===== src/rtl/raw_data_rr_sched.sv =====
`default_nettype none
// ============================================================================
// Module   : raw_data_rr_sched
// Purpose  : Round-robin scheduler draining NUM_CH raw-data FIFOs (each with a
//            paired index FIFO) onto one registered raw_data output stream.
//            Each grant pops up to BURST_LEN words from the granted channel.
// Ports    : clk, reset           - clock, synchronous active-high reset
//            ch_enable            - per-channel enable mask (0 = never granted)
//            fifo_empty           - per-channel data FIFO empty flags
//            fifo_pop             - one-hot pop of data + index FIFO
//            fifo_rdata           - per-channel data, valid one cycle after pop
//            index_rdata          - per-channel index, valid one cycle after pop
//            raw_data/raw_index   - registered output word and index
//            raw_ch               - source channel of the output word
//            raw_data_valid       - output word valid
//            raw_data_accepted    - consumer accepts the word while valid
//            busy                 - high whenever the scheduler is not in ARB
// Revision : 1.0 - initial release
// ============================================================================
module raw_data_rr_sched #(
    parameter int NUM_CH    = 4,
    parameter int DATA_W    = 32,
    parameter int IDX_W     = 8,
    parameter int BURST_LEN = 4
) (
    input  logic                       clk,
    input  logic                       reset,
    input  logic [NUM_CH-1:0]          ch_enable,
    input  logic [NUM_CH-1:0]          fifo_empty,
    output logic [NUM_CH-1:0]          fifo_pop,
    input  logic [NUM_CH*DATA_W-1:0]   fifo_rdata,
    input  logic [NUM_CH*IDX_W-1:0]    index_rdata,
    output logic [DATA_W-1:0]          raw_data,
    output logic [IDX_W-1:0]           raw_index,
    output logic [$clog2(NUM_CH)-1:0]  raw_ch,
    output logic                       raw_data_valid,
    input  logic                       raw_data_accepted,
    output logic                       busy
);

    localparam int c_CH_W = $clog2(NUM_CH);

    localparam logic [1:0] c_ST_ARB     = 2'd0;
    localparam logic [1:0] c_ST_CAPTURE = 2'd1;
    localparam logic [1:0] c_ST_READY   = 2'd2;

    localparam logic [c_CH_W:0]   c_NUM_CH    = (c_CH_W+1)'(NUM_CH);
    localparam logic [c_CH_W:0]   c_ONE       = (c_CH_W+1)'(1);
    localparam logic [c_CH_W-1:0] c_LAST_CH   = c_CH_W'(NUM_CH - 1);

    logic [1:0]          r_state;
    logic [c_CH_W-1:0]   r_last_grant;
    logic [c_CH_W-1:0]   r_cur;
    logic [7:0]          r_burst_cnt;
    logic [DATA_W-1:0]   r_raw_data;
    logic [IDX_W-1:0]    r_raw_index;
    logic [c_CH_W-1:0]   r_raw_ch;

    logic [NUM_CH-1:0]   w_eligible;
    logic [2*NUM_CH-1:0] w_elig2;
    logic [c_CH_W:0]     w_shift;
    logic [NUM_CH-1:0]   w_rot;
    logic [c_CH_W-1:0]   w_off;
    logic [c_CH_W:0]     w_sum;
    logic                w_found;
    logic [c_CH_W-1:0]   w_next;
    logic                w_burst_ok;
    logic                w_cont;
    logic [NUM_CH-1:0]   w_pop;

    assign w_eligible = ch_enable & ~fifo_empty;

    // Rotate the doubled eligibility vector so bit 0 is the channel just after
    // last_grant; the lowest set bit is then the round-robin winner.
    assign w_elig2 = {w_eligible, w_eligible};
    assign w_shift = {1'b0, r_last_grant} + c_ONE;
    assign w_rot   = NUM_CH'(w_elig2 >> w_shift);
    assign w_found = |w_rot;

    always_comb begin
        w_off = '0;
        for (int j = NUM_CH - 1; j >= 0; j--) begin
            if (w_rot[j]) begin
                w_off = c_CH_W'(j);
            end
        end
    end

    // Undo the rotation modulo NUM_CH (NUM_CH need not be a power of two).
    assign w_sum  = w_shift + {1'b0, w_off};
    assign w_next = (w_sum >= c_NUM_CH) ? c_CH_W'(w_sum - c_NUM_CH) : w_sum[c_CH_W-1:0];

    assign w_burst_ok = ({1'b0, r_burst_cnt} + 9'd1) < 9'(BURST_LEN);
    assign w_cont     = raw_data_accepted & w_burst_ok & w_eligible[r_cur];

    // Pops are combinational so data arrives in time for CAPTURE; they are
    // suppressed during reset so no word is lost to a pop that cannot complete.
    always_comb begin
        w_pop = '0;
        if (!reset) begin
            case (r_state)
                c_ST_ARB:   if (w_found) w_pop[w_next] = 1'b1;
                c_ST_READY: if (w_cont)  w_pop[r_cur]  = 1'b1;
                default:    w_pop = '0;
            endcase
        end
    end

    always_ff @(posedge clk) begin
        if (reset) begin
            r_state      <= c_ST_ARB;
            r_last_grant <= c_LAST_CH;
            r_cur        <= '0;
            r_burst_cnt  <= '0;
            r_raw_data   <= '0;
            r_raw_index  <= '0;
            r_raw_ch     <= '0;
        end else begin
            case (r_state)
                c_ST_ARB: begin
                    if (w_found) begin
                        r_cur        <= w_next;
                        r_last_grant <= w_next;
                        r_burst_cnt  <= '0;
                        r_state      <= c_ST_CAPTURE;
                    end
                end
                c_ST_CAPTURE: begin
                    r_raw_data  <= fifo_rdata[int'(r_cur)*DATA_W +: DATA_W];
                    r_raw_index <= index_rdata[int'(r_cur)*IDX_W +: IDX_W];
                    r_raw_ch    <= r_cur;
                    r_state     <= c_ST_READY;
                end
                c_ST_READY: begin
                    if (raw_data_accepted) begin
                        if (w_cont) begin
                            r_burst_cnt <= r_burst_cnt + 8'd1;
                            r_state     <= c_ST_CAPTURE;
                        end else begin
                            r_state     <= c_ST_ARB;
                        end
                    end
                end
                default: r_state <= c_ST_ARB;
            endcase
        end
    end

    assign fifo_pop       = w_pop;
    assign raw_data       = r_raw_data;
    assign raw_index      = r_raw_index;
    assign raw_ch         = r_raw_ch;
    assign raw_data_valid = (r_state == c_ST_READY);
    assign busy           = (r_state != c_ST_ARB);

endmodule
`default_nettype wire


===== config.mk =====
export PLATFORM = sky130hd
export DESIGN_NAME = raw_data_rr_sched
export DESIGN_NICKNAME = d
export VERILOG_FILES = /design/src/rtl/raw_data_rr_sched.sv
export SDC_FILE = /design/constraint.sdc
export NUM_CORES = 1
export LEC_CHECK = 0
export ABC_AREA = 1
export ABC_CLOCK_PERIOD_IN_PS = 2800
export CAP_MARGIN = 20
export CORE_MARGIN = 2
export CORE_UTILIZATION = 36
export DETAILED_ROUTE_END_ITERATION = 10
export GPL_ROUTABILITY_DRIVEN = 0
export PLACE_DENSITY = 0.81
export SLEW_MARGIN = 20
export SYNTH_ARGS = -nofsm -noshare
export SYNTH_HDL_FRONTEND = slang
export SYNTH_SLANG_ARGS = --single-unit
export TNS_END_PERCENT = 10

===== constraint.sdc =====
create_clock -name clk -period 2.8 [get_ports clk]
set_input_delay 0.7 -clock clk [delete_from_list [all_inputs] [get_ports clk]]
set_output_delay 0.7 -clock clk [all_outputs]
set_load 0.05 [all_outputs]

Yosys cells after proc, flatten, opt, wreduce, memory -nomap -nowiden
Cells that the tools add are included.
{"block": "totals", "reg_bits": 56, "in_bits": 171, "output_inout_bits": 48, "word_cells": 62}
{"block": "classes", "add_sub_neg": 5, "order_cmp": 6, "n_eq_ne": 5, "shifts": 3, "muxes": 23, "bitwise_logic": 4, "n_reduce_logical": 9}
{"operator": "128-bit by 8-bit variable part select with 32-bit output", "n": 1}
{"operator": "32-bit by 6-bit variable part select with 8-bit output", "n": 1}
{"operator": "8-bit two-way mux", "n": 3}
{"operator": "8-bit case mux with 2 select lines", "n": 1}
{"operator": "2-bit two-way mux", "n": 7}
{"operator": "4-bit two-way mux", "n": 3}
{"operator": "8-bit by 1-bit adder with 9-bit output (second input constant)", "n": 1}
{"operator": "9-bit by 3-bit less-than comparator with 1-bit output (second input constant)", "n": 1}
{"operator": "8-bit by 1-bit adder with 8-bit output (second input constant)", "n": 1}
{"operator": "4-bit case mux with 2 select lines", "n": 1}
{"operator": "8-bit by 3-bit right shift with 4-bit output", "n": 1}
{"operator": "2-bit by 3-bit less-than comparator with 1-bit output (second input constant)", "n": 2}
{"operator": "2-bit case mux with 3 select lines", "n": 1}
{"operator": "4-bit bitwise AND", "n": 1}
{"operator": "1-bit demux with 2-bit select", "n": 2}
{"operator": "2-bit by 1-bit greater-or-equal comparator with 1-bit output (second input constant)", "n": 2}
{"operator": "1-bit two-way mux", "n": 4}
{"operator": "2-bit by 1-bit inequality test with 1-bit output (second input constant)", "n": 2}
{"operator": "4-bit inverter", "n": 1}
{"operator": "2-bit AND reduction", "n": 2}
{"operator": "4-bit AND reduction", "n": 1}
{"operator": "2-bit nonzero test", "n": 2}
{"operator": "4-bit OR reduction", "n": 1}
{"operator": "2-bit by 1-bit adder with 3-bit output (second input constant)", "n": 1}
{"operator": "other kinds (10)", "n": 12}

Logic depth before layout (Yosys ltp)
{"block": "depth", "ltp_word": 17, "mapped_depth": 16, "ltp_nobuf": 16}

Worst setup path after synthesis
OpenSTA, ideal clock, no wires.
{"block": "synth_timing", "path_type": "in2out", "start": "in ch_enable[3]", "end": "out fifo_pop[3]", "arrival_ps": 2642, "required_time_ps": 2100, "path_slack_ps": -542, "cell_stages": 16, "path_buffers": 0, "cell_sequence": "inv_1 nor2_1 nand2_1 nand3_1 nand2_2 nand3_1 nand2_1 nand2_1 ha_1 xor2_1 inv_1 nand3_1 nand2_1 inv_1 nand2_1 a21oi_1"}
{"block": "synth_between", "elab_chain_len": 16, "word_cells_on_any_way": 23, "classes_between": "add/sub (2); order compare (3); shift (1); mux (13); bitwise (2); reduce/logical (2)"}
{"element": "from (decl)", "line": "28", "text": "input logic [NUM_CH-1:0] ch_enable,"}
{"element": "4-bit bitwise AND *", "line": "71", "text": "assign w_eligible = ch_enable & ~fifo_empty;"}
{"element": "8-bit by 3-bit right shift with 4-bit output", "line": "77", "text": "assign w_rot = NUM_CH'(w_elig2 >> w_shift);"}
{"element": "2-bit two-way mux (4 in a row)", "line": "83", "text": "if (w_rot[j]) begin"}
{"element": "3-bit by 2-bit adder with 3-bit output", "line": "90", "text": "assign w_sum = w_shift + {1'b0, w_off};"}
{"element": "3-bit greater-or-equal comparator / 2-bit by 1-bit subtractor with 2-bit output (equally long branches)", "line": "91", "text": "assign w_next = (w_sum >= c_NUM_CH) ? c_CH_W'(w_sum - c_NUM_CH) : w_sum[c_CH_W-1:0];"}
{"element": "2-bit two-way mux", "line": "91"}
{"element": "2-bit by 3-bit less-than comparator with 1-bit output (not written as such) / 2-bit by 1-bit greater-or-equal comparator with 1-bit output (equally long branches)", "line": "102", "text": "c_ST_ARB: if (w_found) w_pop[w_next] = 1'b1;"}
{"element": "1-bit logical AND (not written as such)", "line": "102"}
{"element": "1-bit two-way mux (not written as such)", "line": "102"}
{"element": "1-bit demux with 2-bit select", "line": "102"}
{"element": "4-bit two-way mux", "line": "102"}
{"element": "4-bit case mux with 2 select lines *", "line": "101", "text": "case (r_state)"}
{"element": "4-bit two-way mux *", "line": "100", "text": "if (!reset) begin"}
{"element": "to (decl)", "line": "30", "text": "output logic [NUM_CH-1:0] fifo_pop,"}
Mark *: on every way between the ends. The rest lies on a longest branch, timed or not. The select of a mux whose other input is x is not followed.

Worst setup path after layout
{"block": "layout_timing", "start": "in ch_enable[3]", "end": "out fifo_pop[2]"}
Same word-level chain as after synthesis.

==> impl_metrics.yaml <==
outcome:
  outcome: "finished with violations"
  violations: "setup timing"
setup_path:
  critPathKind: "in2out"
  worstPathArrival_ns: 2.37
  end_kind: "output pin"
  worstSetupStartpointType: "primary input"
  cp.required_ns: 2.10
  cp_max_fo: 4
placement:
  port_buffers: 218
  dpl.cell_count: 804
  placed_cell_area_um2: 5770
  hpwl_um: 10500
sta:
  rsz0062_at_grt: "yes"
  timing.hold.ws_ns: 0.457
  slew_headroom_pct: 61.1
  hold_viol_final: 0
  report.final.slew_viol_count: 0
  worstMarginPinSlew_ns: 0.581
  min_period_over_period_pct: 110
  fin_skew_ns: 0.00665
  period_minus_slack_ns: 3.07
  tns_ns: -0.915
  finalSetupViolCount: 4
  setup_slack_ns: -0.268
  fmax_mhz: 326
yosys:
  synth_warnings: 0
  synthCells: 495
  yosysTopAreaCellShare_pct: 34.0
  yosysUniqueCellTypes: 25
  synth_area_um2: 3300
  synth_area_leaders: "dfxtp_1 (34%), nand2_1 (14%), a21oi_1 (14%)"
  avgSynthCellArea_um2: 6.67
  synth-seq-cells: 56
  synth_nets: 668
  yosysSeqAreaShare_pct: 34.0
  synth_largest_area_cell: "dfxtp_1"
finish:
  register_area_um2: 1130
  final_area_um2: 6000
  fillers: 753
  final_common_cell: "clkdlybuf4s50_1"
  final_cell_mix: "clkdlybuf4s50_1 (205), nand2_1 (116), a21oi_1 (87)"
  fin_cells: 815
  drive_gt1_share_pct: 14.0
  area_delta_synth_final_pct: 81.6
  antenna_cells: 0
  nets: 879
  multiInputGateArea_um2: 2130
route:
  wire_per_inst_um: 17.0
  drt_first_pass_iters: 5
  drt_iter0_markers: 167
  finalWirelength_um: 13800
  num_vias: 4445
  vias_per_cell: 5.45
  route.detailed.drc: 0
  ant_nets: 0
die:
  die_x_um: 99.8
  ios: 219
  dieArea_um2: 9950
  rows: 34
  core_area_um2: 8810
  start_util_pct: 37.5
  dieHeight_um: 99.8
grt:
  grt_pass1_vias: 4414
  antenna_found_initial: 0
  grt_max_degree: 46
  grt-ovfl-total: 0
  grt_pass1_wl_um: 21500
  globalRouteTotalUtil_pct: 26.8
clocking:
  cts_sinks: 56
  cts_root_buf: "clkbuf_8"
  cts.reportedPaths.clkPinSlew_ns: 0.09
  cts-buffers-inserted: 5
  clk_latency_ns: 0.30
  ctsHoldBuffers: 0
  cts-htree-levels: 2
  cts_tree: "yes"
  cts_buffer_depth: 2
min_path:
  hold_path_class: "reg2reg"
job:
  maxCapViolCount: 0
power:
  p_per_area_nw_per_um2: 998
  max-vdd-ir-drop_mv: 0.467
  leakagePower_nw: 2.37
-- path summary, 6_finish.rpt --
path              slack (ns)            from        endpoint  depth (start not counted)
setup / recovery       -0.27    ch_enable[3]     fifo_pop[2]                         15
hold / removal          0.46  r_burst_cnt[7]  r_burst_cnt[7]                          2
setup reg to reg        0.74        r_cur[1]     raw_data[0]                          7
hold reg to reg         0.46  r_burst_cnt[7]  r_burst_cnt[7]                          2
-- cell usage after synthesis --
master,number
o21ai_0,44
nand2_1,127
clkbuf_1,33
a21oi_1,91
inv_2,2
xor2_1,4
a211oi_1,1
nor2_1,25
nor2_2,1
o211ai_1,1
nand3_2,2
buf_2,2
nand4_1,5
inv_1,24
buf_1,2
o21bai_1,1
nand2_2,4
o21ai_4,1
nand3b_1,2
dfxtp_1,56
clkinv_1,1
ha_1,2
a221oi_1,40
nand3_1,20
nand2_4,4
-- flip-flops by register name, indices dropped and copies added (netlist names) --
register and cells:
raw_data 32, r_last_grant 2, r_cur 2, r_state 2
r_burst_cnt 8, raw_ch 2, raw_index 8
-- layout make-up --
class | instances | share of cell area (%)
timing repair buffer | 241 | 39.9
multi-input combinational | 375 | 35.5
sequential | 56 | 18.8
tap | 108 | 2.25
inverter | 27 | 1.98
clock buffer | 8 | 1.50
-- power breakdown --
part / internal, mW / switching, mW
sequential: 1.10 / 0.193
clock: 0.203 / 0.243
combinational: 1.56 / 2.68
-- cell families after synthesis --
kind of cell | share of synthesized area (%)
DFF | 34.0
xor gates and xnor gates | 1.06
and+or+nand+nor | 24.6
adders and majority gates | 0.758
buffers and inverters | 7.35
AOI/OAI and AO/OA | 32.2
-- stage by stage --
stage               total power, mW  util [%]  setup slack [ns]
finish                         5.99      68.1            -0.268
floorplan                      3.80         -           -0.0712
CTS                            5.87      67.4            -0.232
global route                   6.33      68.1            -0.341
detailed placement             5.31      65.5            -0.774
global placement               5.23      65.5            -0.705
-- worst max-delay path, stage by stage --
cell and delay (ns):
buf_6 0.09, inv_6 0.03, nor2_4 0.11, nand2_2 0.08, nand3_2 0.08, nand2_2 0.07
buf_4 0.13, buf_4 0.12, buf_4 0.13, nand2_4 0.09, nand2_1 0.06, nand2_1 0.14
nand4_1 0.19, a21oi_4 0.19, buf_12 0.16
-- routing by layer --
metal  global-route usage (%)  wire length (µm)  vias to the layer above
met3                     5.57               879                       31
met2                     49.2              7150                      189
met1                     30.5              5340                     2084
met5                        0                 0                        -
li1                         -                 -                     2141
met4                     10.2               453                        0
-- timing repair --
item | CTS | global route
gates resized for setup | 61 | 14
endpoints found under the setup margin | 4 | 4
pin swaps | 19 | 9
setup buffers | 3 | 0
Power figures use the tool's default switching activity.
